### config.mk
export PLATFORM = sky130hd
export DESIGN_NAME = burst_frame_sequencer
export DESIGN_NICKNAME = d
export VERILOG_FILES = /design/src/rtl/burst_pkg.sv /design/src/rtl/burst_frame_sequencer.sv
export SDC_FILE = /design/constraint.sdc
export NUM_CORES = 1
export LEC_CHECK = 0
export CORE_AREA = 2 2 128 99
export CTS_CLUSTER_SIZE = 30
export DETAILED_ROUTE_END_ITERATION = 10
export DIE_AREA = 0 0 130 101
export PLACE_DENSITY = 0.77
export SETUP_SLACK_MARGIN = 0.1
export SYNTH_ARGS = -nofsm -noshare
export SYNTH_HDL_FRONTEND = slang
export SYNTH_SLANG_ARGS = --single-unit
### constraint.sdc
create_clock -name clk -period 3.9 [get_ports clk]
set_input_delay 0.585 -clock clk [delete_from_list [all_inputs] [get_ports clk]]
set_output_delay 0.585 -clock clk [all_outputs]
set_load 0.05 [all_outputs]
### src/rtl/burst_pkg.sv
// Shared definitions for the burst writer and its frame sequencer.
package burst_pkg;

  localparam int unsigned BURST_COUNT_DEF            = 8;
  localparam int unsigned BURST_WIDTH_DEF            = 4;
  localparam int unsigned BYTE_ENABLE_WIDTH_LOG2_DEF = 2;

  typedef enum logic [2:0] {
    IDLE,
    WAIT_DATA,
    LAUNCH,
    WAIT_BUSY,
    WAIT_DONE,
    FRAME_DONE
  } seq_state_t;

endpackage

### src/rtl/burst_frame_sequencer.sv
// Moves one frame from the pixel FIFO to SDRAM as a run of bursts via burst_write_wf.
// Optional PINGPONG_EN alternates between frame_base and frame_base_alt per frame.
module burst_frame_sequencer
  import burst_pkg::*;
#(
  parameter int unsigned ADDRESS_WIDTH          = 32,
  parameter int unsigned LENGTH_WIDTH           = 32,
  parameter int unsigned BURST_COUNT            = BURST_COUNT_DEF,
  parameter int unsigned BURST_WIDTH            = BURST_WIDTH_DEF,
  parameter int unsigned BYTE_ENABLE_WIDTH_LOG2 = BYTE_ENABLE_WIDTH_LOG2_DEF,
  parameter int unsigned USEDW_WIDTH            = 9
) (
  input  logic                     clk,
  input  logic                     reset_n,
  input  logic                     start,
  input  logic [ADDRESS_WIDTH-1:0] frame_base,
  input  logic [ADDRESS_WIDTH-1:0] frame_base_alt,
  input  logic [LENGTH_WIDTH-1:0]  frame_words,
  input  logic [USEDW_WIDTH-1:0]   fifo_usedw,
  output logic                     busy,
  output logic                     frame_done,
  output logic                     done_buffer,
  output logic                     ctrl_start,
  output logic [ADDRESS_WIDTH-1:0] ctrl_baseaddress,
  output logic [BURST_WIDTH-1:0]   ctrl_burstcount,
  input  logic                     ctrl_busy
);

  localparam int unsigned CMP_W = (USEDW_WIDTH > BURST_WIDTH) ? USEDW_WIDTH : BURST_WIDTH;

  seq_state_t                state_q, state_d;
  logic [ADDRESS_WIDTH-1:0]  addr_q, addr_d;
  logic [BURST_WIDTH-1:0]    burst_q, burst_d;
  logic [LENGTH_WIDTH-1:0]   remaining_q, remaining_d;
  logic                      busy_d, frame_done_d, done_buffer_d, ctrl_start_d;
  logic [BURST_WIDTH-1:0]    burst_words_c;
  logic                      data_ok_c;
  logic [ADDRESS_WIDTH-1:0]  base_sel_c;
  logic                      done_sel_c;

`ifdef PINGPONG_EN
  logic buf_sel_q;

  // Buffer selector flips once per completed frame
  always_ff @(posedge clk) begin
    if (!reset_n) begin
      buf_sel_q <= 1'b0;
    end else if (state_q == FRAME_DONE) begin
      buf_sel_q <= ~buf_sel_q;
    end
  end

  assign base_sel_c = buf_sel_q ? frame_base_alt : frame_base;
  assign done_sel_c = buf_sel_q;
`else
  logic unused_alt;

  assign unused_alt = ^frame_base_alt;
  assign base_sel_c = frame_base;
  assign done_sel_c = 1'b0;
`endif

  // Size of the next burst and whether the FIFO already holds it
  assign burst_words_c = (remaining_q < LENGTH_WIDTH'(BURST_COUNT)) ?
                         BURST_WIDTH'(remaining_q) : BURST_WIDTH'(BURST_COUNT);
  assign data_ok_c     = CMP_W'(fifo_usedw) >= CMP_W'(burst_words_c);

  always_comb begin
    state_d     = state_q;
    addr_d      = addr_q;
    burst_d     = burst_q;
    remaining_d = remaining_q;

    case (state_q)
      IDLE: begin
        if (start) begin
          addr_d      = base_sel_c;
          remaining_d = frame_words;
          state_d     = (frame_words == '0) ? FRAME_DONE : WAIT_DATA;
        end
      end
      WAIT_DATA: begin
        if (data_ok_c && !ctrl_busy) begin
          burst_d = burst_words_c;
          state_d = LAUNCH;
        end
      end
      LAUNCH: begin
        state_d = WAIT_BUSY;
      end
      WAIT_BUSY: begin
        if (ctrl_busy) begin
          state_d = WAIT_DONE;
        end
      end
      WAIT_DONE: begin
        if (!ctrl_busy) begin
          addr_d      = addr_q + (ADDRESS_WIDTH'(burst_q) << BYTE_ENABLE_WIDTH_LOG2);
          remaining_d = remaining_q - LENGTH_WIDTH'(burst_q);
          state_d     = (remaining_d == '0) ? FRAME_DONE : WAIT_DATA;
        end
      end
      FRAME_DONE: begin
        state_d = IDLE;
      end
      default: begin
        state_d = IDLE;
      end
    endcase

    // Outputs decoded from the next state so they register alongside it
    busy_d        = (state_d == WAIT_DATA) || (state_d == LAUNCH) ||
                    (state_d == WAIT_BUSY) || (state_d == WAIT_DONE);
    frame_done_d  = (state_d == FRAME_DONE);
    done_buffer_d = (state_d == FRAME_DONE) ? done_sel_c : 1'b0;
    ctrl_start_d  = (state_d == LAUNCH);
  end

  always_ff @(posedge clk) begin
    if (!reset_n) begin
      state_q     <= IDLE;
      addr_q      <= '0;
      burst_q     <= '0;
      remaining_q <= '0;
      busy        <= 1'b0;
      frame_done  <= 1'b0;
      done_buffer <= 1'b0;
      ctrl_start  <= 1'b0;
    end else begin
      state_q     <= state_d;
      addr_q      <= addr_d;
      burst_q     <= burst_d;
      remaining_q <= remaining_d;
      busy        <= busy_d;
      frame_done  <= frame_done_d;
      done_buffer <= done_buffer_d;
      ctrl_start  <= ctrl_start_d;
    end
  end

  assign ctrl_baseaddress = addr_q;
  assign ctrl_burstcount  = burst_q;

endmodule
# ---- Word level (Yosys, flattened, before mapping)
# Cells that the tools add are included.
# W data, S select, Z words.
dict set report op_classes {
  add_sub_neg 2
  n_div 0
  n_shift 0
  eq_ne 11
  magnitude_cmp 2
  n_reduce_logical 11
  mux 14
  bitwise_logic 0
  multipliers 0
}
# cell count
set ops {}
lappend ops {{$mux W32} 4}
lappend ops {{$pmux W32 S2} 2}
lappend ops {{$logic_not A32 Y1} 2}
lappend ops {{$add A32 B6 Y32} 1}
lappend ops {{$lt A32 B4 Y1 const B} 1}
lappend ops {{$sub A32 B4 Y32} 1}
lappend ops {{$mux W3} 6}
lappend ops {{$pmux W3 S5} 1}
lappend ops {{$eq A3 B2 Y1 const B} 4}
lappend ops {{$eq A3 B3 Y1 const B} 3}
lappend ops {{$ge A9 B4 Y1} 1}
lappend ops {{$eq A3 B1 Y1 const B} 2}
lappend ops {{$mux W4} 1}
lappend ops {{$ne A2 B2 Y1 const B} 2}
lappend ops {{$logic_not A3 Y1} 1}
lappend ops {{$logic_or A1 B1 Y1} 3}
lappend ops {{$reduce_and A3 Y1} 1}
lappend ops {{$reduce_and A2 Y1} 1}
lappend ops {{$reduce_bool A2 Y1} 1}
lappend ops {{$logic_and A1 B1 Y1} 1}
lappend ops {{$logic_not A1 Y1} 1}
dict set report word_totals {
  latch_bits 0
  word_cells 47
  n_memories 0
  inputBits 109
  mem_bits_ro 0
  mem_bits_rw 0
  out_inout_bits 40
  reg_bits 74
}

# ---- Depth between registers and ports, before layout
# Gate-level depths: netlist (run 1).
dict set report depth {
  word_depth 10
  depth_mapped 16
  depth_no_buf 15
}

# ---- Worst setup path before layout (run 1)
# Ideal clock, no wire load.
dict set report synth_timing {
  kind {flip-flop to flip-flop}
  start {register remaining_q[10]}
  end {register busy}
  slack_ns -0.351
  arrival_ns 4.187
  n_path_buf 1
  required_ns 3.836
  stages_incl_launch_ff 16
  period_less_slack_ns 4.251
  setup_ns 0.064
  path_cell_list {dfxtp_1 > or4_1 > buf_2 > nor4_1 > nand2_1 > nor4_1 > and2_1 > ha_1 > nand2b_1 > a21o_1 > a21o_1 > a2111oi_0 > nor2b_1 > o21a_1 > or4_1 > nand4_1}
}
dict set report synth_via {
  elab_chain_cells 10
  word_cells_on_any_way 17
  classes_between {add/sub: 1; order compare: 2; eq/ne: 4; mux: 5; reduce/logical: 5}
}
# element line
set synth_lines {}
lappend synth_lines {{start: declaration} burst_frame_sequencer.sv:34} ;# logic [LENGTH_WIDTH-1:0] remaining_q, remaining_d;
lappend synth_lines {{start signal: assignment} burst_frame_sequencer.sv:133} ;# remaining_q <= remaining_d;
lappend synth_lines {{$lt A32 B4 Y1 (*)} burst_frame_sequencer.sv:64} ;# assign burst_words_c = (remaining_q < LENGTH_WIDTH'(BURST_COUNT)) ?
lappend synth_lines {{$mux W4 (*)} burst_frame_sequencer.sv:64}
lappend synth_lines {{via burst_words_c[0]} burst_frame_sequencer.sv:36} ;# logic [BURST_WIDTH-1:0] burst_words_c;
lappend synth_lines {{$ge A9 B4 Y1 (*)} burst_frame_sequencer.sv:66} ;# assign data_ok_c = CMP_W'(fifo_usedw) >= CMP_W'(burst_words_c);
lappend synth_lines {{$logic_and A1 B1 Y1 (*)} burst_frame_sequencer.sv:83} ;# if (data_ok_c && !ctrl_busy) begin
lappend synth_lines {{$mux W3 (*)} burst_frame_sequencer.sv:83}
lappend synth_lines {{$pmux W3 S5 (*)} burst_frame_sequencer.sv:74} ;# case (state_q)
lappend synth_lines {{$eq A3 B1 Y1 / $eq A3 B2 Y1 (equally long branches)} burst_frame_sequencer.sv:112} ;# busy_d = (state_d == WAIT_DATA) || (state_d == LAUNCH) ||
lappend synth_lines {{$logic_or A1 B1 Y1 (2 in a row)} burst_frame_sequencer.sv:112}
lappend synth_lines {{$logic_or A1 B1 Y1 (*)} burst_frame_sequencer.sv:113} ;# (state_d == WAIT_BUSY) || (state_d == WAIT_DONE);
lappend synth_lines {{end signal: assignment} burst_frame_sequencer.sv:134} ;# busy <= busy_d;
lappend synth_lines {{end: declaration} burst_frame_sequencer.sv:20} ;# output logic busy,
# Mark *: on every way through the listed nets, which the timed path passes. The rest lies on a longest branch.
# A chain may end at the register's enable or synchronous reset.

# ---- Worst setup path after layout (run 1)
dict set report layout_timing {
  start {register remaining_q[12]}
  end {register frame_done}
}
dict set report layout_via {
  elab_chain_cells 7
  word_cells_on_any_way 11
  classes_between {add/sub: 1; order compare: 2; eq/ne: 1; mux: 5; reduce/logical: 2}
}
# element line
set layout_lines {}
lappend layout_lines {{$lt A32 B4 Y1} burst_frame_sequencer.sv:64}
lappend layout_lines {{$mux W4} burst_frame_sequencer.sv:64}
lappend layout_lines {{$ge A9 B4 Y1} burst_frame_sequencer.sv:66}
lappend layout_lines {{$logic_and A1 B1 Y1} burst_frame_sequencer.sv:83}
lappend layout_lines {{$mux W3} burst_frame_sequencer.sv:83}
lappend layout_lines {{$pmux W3 S5 (*)} burst_frame_sequencer.sv:74}
lappend layout_lines {{$eq A3 B3 Y1 (*)} --}
lappend layout_lines {{end signal: assignment} burst_frame_sequencer.sv:135} ;# frame_done <= frame_done_d;
lappend layout_lines {{end: declaration} burst_frame_sequencer.sv:21} ;# output logic frame_done,
# Mark *: on every way between the ends. The rest lies on a longest branch, timed or not.

==> results.py, run 1 <==
metrics = {
    "timing": {
        "rsz0062_at_grt": "true",
        "max_freq_ghz": 0.2653,
        "hold_violations": 0,
        "fin_worst_skew_ns": 0.005855,
        "tightest_slew_ns": 0.8762,
        "period_minus_slack_ns": 3.770,
        "hold_slack_ns": 0.5059,
        "slew_headroom_pct": 41.44,
        "finalMaxSlewViolations": 0,
        "setup_violations": 0,
        "fin_crit_sh_pct": 96.66,
    },
    "routing": {
        "via_per_inst": 6.194,
        "drc_errors": 0,
        "antenna_left": 0,
        "first_iter_violations": 670,
        "wl_um": 18080,
        "drt_pass1_iterations": 5,
        "dr_total_vias": 6219,
        "wire_per_inst_um": 18.00,
    },
    "worst_setup_path": {
        "critPathLaunchType": "flip-flop",
        "path_max_fanout": 5,
        "r2r_slack_ns": 0.13,
        "cp-end-kind": "flip-flop",
        "cp.required_ns": 4.18,
        "rr_startpoint": "remaining_q[12]",
        "reg2regPathDepth": 14,
        "worstSetupPathType": "flip-flop to flip-flop",
        "crit_arrival_ns": 4.05,
        "rr_endpoint": "frame_done",
    },
    "floorplan": {
        "core_area_mm2": 0.01196,
        "num_rows": 35,
        "start_util_pct": 43.11,
        "die-area_mm2": 0.01313,
        "fp.dieW_um": 130,
        "io_pins": 149,
        "die-height_um": 101,
    },
    "logic_synthesis": {
        "ys_seq_elements": 74,
        "ys_seq_area_share_pct": 28.74,
        "synth-main-ff-cell": "dfxtp_1",
        "synth_top_area_cell": "dfxtp_1",
        "yosys_warnings": 0,
        "synthTopCellsByArea": "dfxtp_1 (29%), nor2_1 (7.5%), a21oi_1 (7.0%)",
        "netlist_area_mm2": 0.005154,
        "synth_edf_count": 0,
        "synth_area_per_cell_um2": 7.109,
        "synthArstFlopShare_pct": 0,
        "synth_nets": 848,
        "synth_top_area_share_pct": 28.74,
        "synth_cells": 725,
        "synthDistinctLibCells": 69,
    },
    "cts": {
        "cts_tree": "yes",
        "clk_pin_slew_ns": 0.06,
        "clkLatencyLatePin_ns": 0.34,
        "cts_sinks": 74,
        "cts_buffers": 9,
        "cts_hold_buf": 0,
        "h-tree-depth": 3,
        "root_buffer": "clkbuf_16",
        "cts.path.max_buffers": 2,
    },
    "global_routing": {
        "overflow": 0,
        "grt_pass1_wl_um": 28880,
        "grt.total_usage_pct": 27.45,
        "grt_max_degree": 67,
        "antenna_found_initial": 1,
        "grt_pass1_vias": 5868,
    },
    "pwr": {
        "power_mw": 2.900,
        "powerDensity_mw_per_mm2": 411.3,
        "ir_worst_vdd_uv": 293.8,
        "power_leakage_nw": 2.558,
    },
    "hold_path": {
        "hp-start": "remaining_q[0]",
        "hp-class": "flip-flop to flip-flop",
        "holdPathEnd": "remaining_q[0]",
        "whs_path_depth": 2,
    },
    "cells_and_area": {
        "num-fill-cells": 1074,
        "area_delta_synth_final_pct": 36.81,
        "final_nets": 957,
        "n_antenna_cell": 0,
        "layout-drive-gt1-share_pct": 10.62,
    },
    "status": {
        "status": "finished clean",
    },
    "placed_design": {
        "dpl.hpwl_um": 12670,
        "place_congestion": 0.9433,
        "port-buffer-count": 115,
    },
    "run": {
        "drv_cap": 0,
    },
}
cells in the mapped netlist (all sizes together) (5+ instances only):
cell / instances
a2111oi: 7
a211oi: 20
a21o: 8
a21oi: 72
a22oi: 17
a31oi: 5
and2: 9
and3: 7
and4: 5
clkbuf: 52
dfxtp: 74
ha: 12
inv: 12
nand2: 73
nand2b: 8
nand3: 17
nand4: 14
nor2: 103
nor2b: 5
nor3: 22
nor4: 19
nor4b: 5
o21ai: 64
o31ai: 7
or3: 5
or4: 8
xnor2: 6
critical path, cell delays in order (launching register included):
cell,delay (ns)
dfxtp_2,0.32
or4_4,0.56
nor4_4,0.17
nand2_1,0.14
nor4_4,0.35
buf_4,0.21
nand2_4,0.07
ha_4,0.24
a21o_1,0.17
a21o_1,0.18
a2111oi_4,0.50
or3_1,0.26
o2bb2ai_2,0.20
and2_1,0.19
and3b_1,0.15
sequential cells by signal, summed over array words and instances, names as in the netlist:
| register | flops |
|---|---|
| frame_done | 1 |
| busy | 1 |
| ctrl_start | 1 |
| state_q | 3 |
| ctrl_burstcount | 4 |
| ctrl_baseaddress | 32 |
| remaining_q | 32 |
how the worst max path moves through the flow:
stage | to | cells after the start | start
2_1_floorplan | busy | 15 | remaining_q[10]
3_3_place_gp | busy | 14 | remaining_q[9]
3_5_place_dp | busy | 14 | remaining_q[9]
4_1_cts | busy | 14 | remaining_q[9]
5_1_grt | busy | 14 | remaining_q[10]
6_report | frame_done | 14 | remaining_q[12]
cells in the final DEF, fill, tap and decap left out, types with 10 or more instances in the layout:
cell	netlist	routed
inv_1	12	11
a211oi_1	20	20
buf_4	1	37
dfxtp_1	74	73
nand4_1	14	14
nand2_1	73	72
nor3_1	22	20
nor4_1	19	17
nand3_1	17	17
ha_1	12	10
clkdlybuf4s50_1	0	115
a22oi_1	17	17
a21oi_1	72	71
nor2_1	103	103
o21ai_0	63	62
timing repair:
item,in CTS,in global routing
setup buffers,0,4
pin swaps,1,12
setup endpoints to repair,7,7
resized for setup,2,14
logic make-up after synthesis:
| kind of cell | after synthesis | synth area share (%) |
|---|---|---|
| flip-flops | 74 | 28.74 |
| multiplexers | 6 | 1.238 |
| adder cells (fa/ha/maj) | 14 | 3.690 |
| XOR/XNOR | 10 | 1.845 |
| AO/OA/AOI/OAI | 239 | 29.30 |
| buffers and inverters | 67 | 5.123 |
| other | 1 | 0.07276 |
| AND/OR/NAND/NOR | 314 | 29.98 |
report_power, final:
| group | switching [mW] | internal [mW] | leakage, nW |
|---|---|---|---|
| logic | 0.671 | 0.452 | 1.81 |
| clock network | 0.342 | 0.507 | 0.140 |
| registers | 0.0940 | 0.834 | 0.608 |
| total | 1.11 | 1.79 | 2.56 |
per-layer routing:
layer	global-route usage, %	vias up	part of all wire (%)
li1	-	2912	-
met1	38.50	2946	45
met2	41.28	326	43
met3	6.529	35	9.4
met4	9.429	0	2.1
met5	0	-	0
metrics by stage:
stage          instances  area (um^2)  setup TNS (ns)  util, %  setup slack (ns)
5_1_grt             1004         7051        -0.05339    58.97          -0.04642
2_1_floorplan        725         5190               0        -            0.1438
6_report            1004         7051               0    58.97            0.1301
3_3_place_gp         985         6626       -0.002849    55.43         -0.002849
3_5_place_dp         985         6626         -0.1740    55.43          -0.08033
4_1_cts             1000         6938               0    58.03           0.09761
final cells by class:
| type | count | area [um^2] | area share, % |
|---|---|---|---|
| clock inverters | 5 | 55.05 | 0.7808 |
| multi-input cells | 584 | 3572 | 50.67 |
| repair buffers | 153 | 1449 | 20.55 |
| flip-flops and latches | 74 | 1483 | 21.03 |
| inverters | 12 | 45.04 | 0.6389 |
| well taps | 166 | 207.7 | 2.946 |
| clock buffers | 10 | 239.0 | 3.390 |
No activity file was read; power rests on OpenSTA's default activity.
==> run 2: changes to the inputs <==
CTS_CLUSTER_SIZE = unset   (was 30)
SETUP_SLACK_MARGIN = 0.05   (was 0.1)
clock period = 3.2 ns   (was 3.9 ns; I/O delays follow)
==> run 2 against run 1 <==
Net effect:
- the flow now finishes with violations (negative setup slack)
- total power rose by 26%
- non-clock buffer count increased by 36
- final cell count rose by 3.7%
- highest routed layer unchanged
- clock skew grew 0.0014 ns
- wire length grew 2.0%
==> results.py, run 2 (synthesis results as in run 1) <==
metrics = {
    "status": {
        "status": "complete, but fails checks",
        "violations": "negative setup slack",
    },
    "placed_design": {
        "port-buffer-count": 115,
        "dpl.hpwl_um": 13260,
        "place_congestion": 1.016,
        "place_area_mm2": 0.006923,
        "dp_slack_ns": -0.5411,
    },
    "routing": {
        "wire_per_inst_um": 17.70,
        "dr_total_vias": 6297,
        "antenna_left": 0,
        "drt_pass1_iterations": 5,
        "first_iter_violations": 609,
        "drc_errors": 0,
        "via_per_inst": 6.049,
        "wl_um": 18430,
    },
    "cells_and_area": {
        "postLayoutCellArea_mm2": 0.007408,
        "area_delta_synth_final_pct": 43.75,
        "final_nets": 993,
        "mostFrequentLayoutCell": "clkdlybuf4s50_1",
        "layout_common_cells": "clkdlybuf4s50_1 (115), nor2_1 (102), dfxtp_1 (73)",
        "n_antenna_cell": 0,
        "layout-drive-gt1-share_pct": 15.09,
    },
    "worst_setup_path": {
        "crit_arrival_ns": 3.88,
        "cp.required_ns": 3.42,
        "path_max_fanout": 4,
        "cp-end-kind": "flip-flop",
        "critPathLaunchType": "flip-flop",
        "worstSetupPathType": "flip-flop to flip-flop",
    },
    "cts": {
        "clk_pin_slew_ns": 0.06,
        "cts.path.max_buffers": 2,
        "h-tree-depth": 3,
        "cts_buffers": 9,
        "cts_tree": "yes",
        "root_buffer": "clkbuf_16",
        "clkLatencyLatePin_ns": 0.34,
        "cts_sinks": 74,
    },
    "floorplan": {
        "die-area_mm2": 0.01313,
        "io_pins": 149,
        "num_rows": 35,
        "fp.dieW_um": 130,
        "start_util_pct": 43.11,
        "core_area_mm2": 0.01196,
        "die-height_um": 101,
    },
    "timing": {
        "setup_violations": 9,
        "fin_crit_sh_pct": 114.4,
        "finalMaxSlewViolations": 0,
        "tightest_slew_ns": 0.7048,
        "fin_worst_skew_ns": 0.007233,
        "period_minus_slack_ns": 3.660,
        "hold_violations": 0,
        "worst_slack_ns": -0.4604,
        "rsz0062_at_grt": "true",
        "slew_headroom_pct": 52.91,
        "max_freq_ghz": 0.2732,
    },
    "global_routing": {
        "antenna_found_initial": 0,
        "grt_max_degree": 45,
        "grt.total_usage_pct": 28.03,
        "grt_pass1_vias": 5924,
        "overflow": 0,
        "grt_pass1_wl_um": 29320,
    },
    "run": {
        "drv_cap": 0,
    },
    "pwr": {
        "ir_worst_vdd_uv": 304.3,
        "powerDensity_mw_per_mm2": 492.4,
        "power_leakage_nw": 2.780,
    },
    "hold_path": {
        "hp-class": "flip-flop to flip-flop",
    },
}
==> run 2: routing by layer <==
layer / GRT usage [%] / vias up / wire length, um
met4: 9.016 / 0 / 337
li1: - / 2983 / -
met1: 39.23 / 2978 / 8286
met2: 43.78 / 304 / 8222
met3: 4.989 / 32 / 1582
met5: 0 / - / 0
==> run 2: area by class of cell <==
class | instances | area (um^2)
Clock buffer | 15 | 297.8
Clock inverter | 1 | 5.005
Fill cell | 1051 | 4547
Inverter | 12 | 45.04
Multi-Input combinational cell | 584 | 3635
Sequential cell | 74 | 1483
Tap cell | 166 | 207.7
Timing Repair Buffer | 189 | 1735
==> run 2: worst max-delay path, stage by stage (launching register included) <==
cell	delay [ns]
dfxtp_2	0.31
or4_4	0.55
nor4_4	0.18
nand2_1	0.13
nor4_4	0.17
buf_4	0.16
nand2_2	0.06
ha_1	0.29
a21o_1	0.13
a21o_1	0.17
a2111oi_4	0.10
or3_4	0.43
nor3b_4	0.37
buf_4	0.19
mux2i_1	0.23
nor2_1	0.06
==> run 2: path summary, 6_finish.rpt <==
path                   from                  to  slack [ns]  cells after the start
max          remaining_q[9]  ctrl_burstcount[0]       -0.46                     15
min          remaining_q[0]      remaining_q[0]        0.49                      2
max reg2reg  remaining_q[9]  ctrl_burstcount[0]       -0.46                     15
min reg2reg  remaining_q[0]      remaining_q[0]        0.49                      2
==> run 2: per-stage QoR <==
step                hold WS, ns  power [mW]  std cells  setup TNS [ns]  util (%)
global placement         0.4549       2.503       1020          -1.933     57.91
CTS                      0.4845       3.599       1041          -1.909     61.50
finish                   0.4945       3.648       1041          -2.673     61.97
floorplan                0.4403       1.978        725          -1.172         -
global route             0.5086       3.812       1041          -3.416     61.97
detailed placement       0.4715       2.539       1020          -3.220     57.91
==> run 2: power breakdown <==
part           total [mW]  internal [mW]  leakage (nW)  switching, mW
combinational        1.51          0.645          2.02          0.869
clock                1.02          0.631         0.152          0.388
sequential           1.11           1.02         0.608         0.0974
==> run 2: timing repair <==
action,in CTS,in global routing
hold buffers,0,0
resized for setup,16,11
setup buffers,5,2
pin swaps,3,6
hold endpoints to repair,0,0
setup endpoints to repair,10,15
gates cloned,0,0
